[src/rtl/axi4_wr_packet_arbiter.sv]
// axi4_wr_packet_arbiter: round-robin arbiter sharing one AXI4 write channel
// (AW/W/B) among NUM requesters at burst granularity. The granted requester
// owns AW and W until its WLAST beat is accepted. B responses are steered back
// via an order FIFO of granted indices. The slave must return B in AW order.
// Optional W-phase stall watchdog: define AXI4_WR_ARB_WDOG_EN.
module axi4_wr_packet_arbiter #(
  parameter int NUM      = 4,
  parameter int ASIZE    = 32,
  parameter int LSIZE    = 8,
  parameter int IDSIZE   = 4,
  parameter int DSIZE    = 32,
  parameter int OUTSTD   = 4,
  parameter int WDOG_CYC = 1024
) (
  input  logic                  axi_aclk,
  input  logic                  axi_areset,
  input  logic [NUM-1:0]        s_awvalid,
  output logic [NUM-1:0]        s_awready,
  input  logic [NUM*ASIZE-1:0]  s_awaddr,
  input  logic [NUM*LSIZE-1:0]  s_awlen,
  input  logic [NUM*IDSIZE-1:0] s_awid,
  input  logic [NUM-1:0]        s_wvalid,
  output logic [NUM-1:0]        s_wready,
  input  logic [NUM-1:0]        s_wlast,
  input  logic [NUM*DSIZE-1:0]  s_wdata,
  output logic [NUM-1:0]        s_bvalid,
  input  logic [NUM-1:0]        s_bready,
  output logic [1:0]            s_bresp,
  output logic [IDSIZE-1:0]     s_bid,
  output logic                  m_awvalid,
  input  logic                  m_awready,
  output logic [ASIZE-1:0]      m_awaddr,
  output logic [LSIZE-1:0]      m_awlen,
  output logic [IDSIZE-1:0]     m_awid,
  output logic                  m_wvalid,
  input  logic                  m_wready,
  output logic [DSIZE-1:0]      m_wdata,
  output logic                  m_wlast,
  input  logic                  m_bvalid,
  output logic                  m_bready,
  input  logic [1:0]            m_bresp,
  input  logic [IDSIZE-1:0]     m_bid,
  output logic                  wdog_err
);

  localparam int GW = (NUM > 1) ? $clog2(NUM) : 1;
  localparam int PW = (OUTSTD > 1) ? $clog2(OUTSTD) : 1;
  localparam int CW = $clog2(OUTSTD + 1);

  typedef enum logic [1:0] {IDLE, AW, WDATA} state_t;

  state_t        state;
  logic [GW-1:0] g;
  logic [GW-1:0] last_grant;
  logic [GW-1:0] pick;
  logic [GW-1:0] head;
  logic [GW-1:0] ord_mem [OUTSTD];
  logic [PW-1:0] wr_ptr;
  logic [PW-1:0] rd_ptr;
  logic [CW-1:0] ord_cnt;
  logic          ord_full;
  logic          ord_empty;
  logic          aw_hs;
  logic          w_hs;
  logic          b_hs;

  function automatic logic [PW-1:0] ptr_inc(input logic [PW-1:0] p);
    return (p == PW'(OUTSTD - 1)) ? '0 : p + PW'(1);
  endfunction

  assign ord_full  = (ord_cnt == CW'(OUTSTD));
  assign ord_empty = (ord_cnt == '0);
  assign head      = ord_mem[rd_ptr];
  assign aw_hs     = m_awvalid & m_awready;
  assign w_hs      = m_wvalid & m_wready;
  assign b_hs      = m_bvalid & m_bready;
  assign s_bresp   = m_bresp;
  assign s_bid     = m_bid;

  // Round-robin pick: nearest valid requester after last_grant, with wrap.
  always_comb begin
    int d;
    int best;
    d    = 0;
    best = NUM;
    pick = last_grant;
    for (int i = 0; i < NUM; i++) begin
      d = i - int'(last_grant) - 1;
      if (d < 0) d = d + NUM;
      if (s_awvalid[i] && d < best) begin
        best = d;
        pick = GW'(i);
      end
    end
  end

  // Channel steering: AW/W from the granted requester, B to the FIFO head.
  always_comb begin
    s_awready = '0;
    s_wready  = '0;
    s_bvalid  = '0;
    m_awvalid = 1'b0;
    m_awaddr  = '0;
    m_awlen   = '0;
    m_awid    = '0;
    m_wvalid  = 1'b0;
    m_wdata   = '0;
    m_wlast   = 1'b0;
    m_bready  = 1'b0;
    for (int i = 0; i < NUM; i++) begin
      if (g == GW'(i)) begin
        m_awaddr     = s_awaddr[i*ASIZE +: ASIZE];
        m_awlen      = s_awlen[i*LSIZE +: LSIZE];
        m_awid       = s_awid[i*IDSIZE +: IDSIZE];
        m_wdata      = s_wdata[i*DSIZE +: DSIZE];
        m_awvalid    = (state == AW) && s_awvalid[i];
        s_awready[i] = (state == AW) && m_awready;
        m_wvalid     = (state == WDATA) && s_wvalid[i];
        m_wlast      = (state == WDATA) && s_wlast[i];
        s_wready[i]  = (state == WDATA) && m_wready;
      end
      if (!ord_empty && head == GW'(i)) begin
        s_bvalid[i] = m_bvalid;
        m_bready    = s_bready[i];
      end
    end
  end

  // Burst-level FSM: arbitrate in IDLE, own AW until accepted, own W until WLAST.
  always_ff @(posedge axi_aclk or posedge axi_areset) begin
    if (axi_areset) begin
      state      <= IDLE;
      g          <= '0;
      last_grant <= GW'(NUM - 1);
    end else begin
      case (state)
        IDLE:    if ((|s_awvalid) && !ord_full) begin
                   g     <= pick;
                   state <= AW;
                 end
        AW:      if (aw_hs) state <= WDATA;
        WDATA:   if (w_hs && m_wlast) begin
                   last_grant <= g;
                   state      <= IDLE;
                 end
        default: state <= IDLE;
      endcase
    end
  end

  // Order FIFO control: push on AW accept, pop on B accept, both may coincide.
  always_ff @(posedge axi_aclk or posedge axi_areset) begin
    if (axi_areset) begin
      wr_ptr  <= '0;
      rd_ptr  <= '0;
      ord_cnt <= '0;
    end else begin
      if (aw_hs) wr_ptr <= ptr_inc(wr_ptr);
      if (b_hs)  rd_ptr <= ptr_inc(rd_ptr);
      if (aw_hs && !b_hs)      ord_cnt <= ord_cnt + CW'(1);
      else if (!aw_hs && b_hs) ord_cnt <= ord_cnt - CW'(1);
    end
  end

  // Order FIFO storage of granted indices.
  always_ff @(posedge axi_aclk) begin
    if (aw_hs) ord_mem[wr_ptr] <= g;
  end

`ifdef AXI4_WR_ARB_WDOG_EN
  localparam int WW = $clog2(WDOG_CYC + 1);
  logic [WW-1:0] wdog_cnt;

  // Watchdog: count W-phase cycles without a beat; flag is sticky until reset.
  always_ff @(posedge axi_aclk or posedge axi_areset) begin
    if (axi_areset) begin
      wdog_cnt <= '0;
      wdog_err <= 1'b0;
    end else if (state == AW && aw_hs) begin
      wdog_cnt <= '0;
    end else if (state == WDATA) begin
      if (w_hs)                         wdog_cnt <= '0;
      else if (wdog_cnt != WW'(WDOG_CYC)) wdog_cnt <= wdog_cnt + WW'(1);
      if (!w_hs && wdog_cnt == WW'(WDOG_CYC - 1)) wdog_err <= 1'b1;
    end
  end
`else
  assign wdog_err = 1'b0;
`endif

endmodule

[config.mk]
export PLATFORM = sky130hd
export DESIGN_NAME = axi4_wr_packet_arbiter
export DESIGN_NICKNAME = d
export VERILOG_FILES = /design/src/rtl/axi4_wr_packet_arbiter.sv
export SDC_FILE = /design/constraint.sdc
export NUM_CORES = 1
export LEC_CHECK = 0
export BUFFER_PORTS_ARGS = -buffer_cell sky130_fd_sc_hd__buf_2
export CAP_MARGIN = 20
export CORE_AREA = 3 3 165 167
export DETAILED_ROUTE_END_ITERATION = 6
export DIE_AREA = 0 0 168 170
export GPL_ROUTABILITY_DRIVEN = 1
export SYNTH_ARGS = -nofsm -noshare
export SYNTH_HDL_FRONTEND = slang
export SYNTH_SLANG_ARGS = --single-unit
[constraint.sdc]
create_clock -name axi_aclk -period 6.16 [get_ports axi_aclk]
set_input_delay 0.616 -clock axi_aclk [delete_from_list [all_inputs] [get_ports axi_aclk]]
set_output_delay 0.616 -clock axi_aclk [all_outputs]
set_load 0.03 [all_outputs]
==> insert_results.sql <==
INSERT INTO impl_metrics (metric_group, metric, value, unit) VALUES
('run_status', 'run_status', 'completed', ''),
('logic_synthesis', 'synthFlopType', 'dfrtp_1', ''),
('final_layout', 'final_nets', '989', ''),
('logic_synthesis', 'syn-instance-count', '248', ''),
('timing', 'setup_tns', '0', 'ps'),
('setup_path', 'worstRegToRegCells', '18', ''),
('route', 'initialDrtViolationCount', '255', ''),
('pwr', 'vdd_ir_drop_max', '0.229', 'mV'),
('setup_path', 'worstSetupEndpoint', 'g[0]', ''),
('pwr', 'cellPowerDensity', '451', 'nW/um^2'),
('final_layout', 'layout.cells.most_common_list', '416 x buf_2, 80 x mux4_2, 17 x nor2_1', ''),
('final_layout', 'sequential_cell_area', '576', 'um^2'),
('final_layout', 'fillCellCount', '2825', ''),
('clock_tree', 'ctsHtreeMaxLevel', '1', ''),
('global_route', 'grt_max_degree', '87', ''),
('logic_synthesis', 'synth.top_cells.by_area', 'mux4_2 53%, dfrtp_1 8.1%, edfxtp_1 7.1%', ''),
('global_route', 'grt_use_total', '12.1', '%'),
('clock_tree', 'clock_latency', '260', 'ps'),
('logic_synthesis', 'async_reset_ff_share', '61.9', '%'),
('place', 'detailedPlacementHpwl', '16.9', 'mm'),
('die', 'dieWidth', '168', 'um'),
('logic_synthesis', 'yosys.area.top_type_share', '53.3', '%'),
('die', 'floorplan.io_pins', '430', ''),
('logic_synthesis', 'library_cells_used_by_synthesis', '47', ''),
('logic_synthesis', 'synth_enable_flop_cells', '8', ''),
('die', 'floorplan.initialDensity', '13.1', '%'),
('setup_path', 'ff2ff_setup_slack', '2460', 'ps'),
('route', 'postRouteAntennaNets', '0', ''),
('clock_tree', 'total_cts_buffers', '3', ''),
('final_layout', 'areaGrowthSynthToFinish', '73.0', '%'),
('timing', 'timing.max_slew.rel_slack', '50.4', '%'),
('final_layout', 'mostFrequentLayoutCell', 'buf_2', ''),
('timing', 'grt_setup_unrepaired', 'false', ''),
('setup_path', 'timing.rr.start', 'last_grant[0]', ''),
('route', 'firstDrtPassIters', '4', ''),
('timing', 'layout_min_cycle_time', '3700', 'ps'),
('logic_synthesis', 'synth_adder_area_share', '5.77', '%'),
('logic_synthesis', 'synth.yosys.seq_area_share', '16.8', '%'),
('logic_synthesis', 'muxShareOfSynthArea', '56.7', '%'),
('logic_synthesis', 'yosysWarningCount', '0', ''),
('logic_synthesis', 'yosysTopAreaCell', 'mux4_2', ''),
('die', 'die_area', '28600', 'um^2'),
('place', 'dp_slack', '2490', 'ps'),
('route', 'route.detailed.vias_per_inst', '4.17', ''),
('die', 'die_y', '170', 'um'),
('final_layout', 'multiInputGateArea', '2600', 'um^2'),
('setup_path', 'setup.worst_path.start', 'last_grant[0]', ''),
('clock_tree', 'cts_buffer_depth', '2', ''),
('setup_path', 'startpoint_type', 'flip-flop', ''),
('place', 'gpl.final_weighted_congestion', '0.847', ''),
('route', 'detail_route.drc_violations', '0', ''),
('clock_tree', 'cts_tree', 'yes', ''),
('global_route', 'grt_pass1_wl', '26.3', 'mm'),
('setup_path', 'data_required_time_of_the_critical_path', '6330', 'ps'),
('logic_synthesis', 'synth_top_family_by_area', 'multiplexers', ''),
('die', 'core_area', '25900', 'um^2'),
('timing', 'worst-slew-pin-transition', '725', 'ps'),
('route', 'route.detailed.wl_per_inst', '19.2', 'um'),
('timing', 'report.final.setup_viol', '0', ''),
('timing', 'final.period_utilization', '60.0', '%'),
('clock_tree', 'holdBufCountCts', '0', ''),
('timing', 'worst_clock_skew', '3.52', 'ps'),
('timing', 'setup_ws', '2460', 'ps'),
('run', 'cap_violations', '0', ''),
('logic_synthesis', 'synth.ff_latch_count', '21', ''),
('global_route', 'antenna_found_initial', '6', ''),
('global_route', 'overflow', '0', ''),
('global_route', 'number_of_global_route_vias_before_repair', '4299', ''),
('logic_synthesis', 'xor_xnor_cell_area_share_of_the_yosys_netlist', '1.29', '%'),
('clock_tree', 'cts_post_setup_buffers_inserted', '0', ''),
('logic_synthesis', 'synthSimpleGateAreaFrac', '8.25', '%');
cell families (layout without fill, tap and decap cells):
logic type,count (synthesis),in the layout
fa+ha+maj,15,15
xor+xnor,5,5
compound gates,21,21
buf+inv,43,436
other cells,2,5
simple gates,52,52
mux,89,89
flops,21,21
state kept, by name, summed over array words and instances, names as in the netlist:
| signal | cells |
|---|---|
| ord_mem | 8 |
| ord_cnt | 3 |
| g | 2 |
| last_grant | 2 |
| rd_ptr | 2 |
| state | 2 |
| wr_ptr | 2 |
layer usage:
metal | track usage (%) | up-vias | routed length (um)
met5 | 0 | - | 0
met1 | 13.9 | 2017 | 6540
met4 | 1.71 | 0 | 281
li1 | - | 1820 | -
met2 | 23.1 | 219 | 10400
met3 | 3.21 | 23 | 1570
synth_stat cells, types with 3 or more instances:
cell / instances
mux4_2: 80
nor2_1: 17
ha_1: 14
inv_1: 12
buf_2: 11
dfrtp_1: 11
nand2_1: 9
clkbuf_1: 8
edfxtp_1: 8
buf_4: 7
and3_1: 6
a21oi_1: 4
o211ai_1: 4
mux2_2: 3
nand3_1: 3
nor3_1: 3
xor2_1: 3
power by group:
group | internal, mW | switching (mW) | leakage [nW]
sequential | 0.205 | 0.0843 | 0.223
clock | 0.0879 | 0.0529 | 0.0371
combinational | 0.874 | 1.34 | 2.58
metrics by stage:
| stage | area, um^2 | cells | power, mW | hold WS (ps) | utilization, % |
|---|---|---|---|---|---|
| global placement | 5750 | 972 | 2.53 | 510 | 22.2 |
| detailed placement | 5750 | 972 | 2.55 | 521 | 22.2 |
| CTS | 5830 | 976 | 2.70 | 413 | 22.5 |
| finish | 5850 | 979 | 2.64 | 389 | 22.6 |
| floorplan | 3390 | 249 | 1.88 | 471 | - |
| global route | 5850 | 978 | 2.84 | 424 | 22.6 |
area by class of cell:
cell class | instances | area share [%]
Tap cell | 335 | 7.16
Clock buffer | 3 | 1.28
Clock inverter | 1 | 0.128
Timing Repair Buffer | 420 | 36.3
Inverter | 12 | 0.770
Multi-Input combinational cell | 185 | 44.4
Antenna cell | 2 | 0.0855
Sequential cell | 21 | 9.83
how the worst min path moves through the flow:
stage / to / slack, ps / depth (start not counted)
6_report: ord_cnt[2] / 390 / 2
5_1_grt: rd_ptr[0] / 420 / 2
4_1_cts: ord_cnt[2] / 410 / 2
3_5_place_dp: ord_cnt[2] / 520 / 1
3_3_place_gp: ord_cnt[2] / 510 / 1
2_1_floorplan: ord_mem[0][0] / 470 / 0
worst max-delay path, stage by stage (launching register included):
cell,delay [ps]
dfstp_2,610
inv_1,60
ha_1,200
xor2_1,210
inv_1,60
ha_1,270
inv_1,50
ha_1,270
o211ai_1,80
o211ai_1,280
nand2_1,170
nor2_1,140
a21oi_1,50
ha_1,290
a21oi_1,220
nor2_1,70
o211ai_1,210
nand3_1,130
o221ai_1,220
Note: power is estimated with default switching activity, not from simulation.
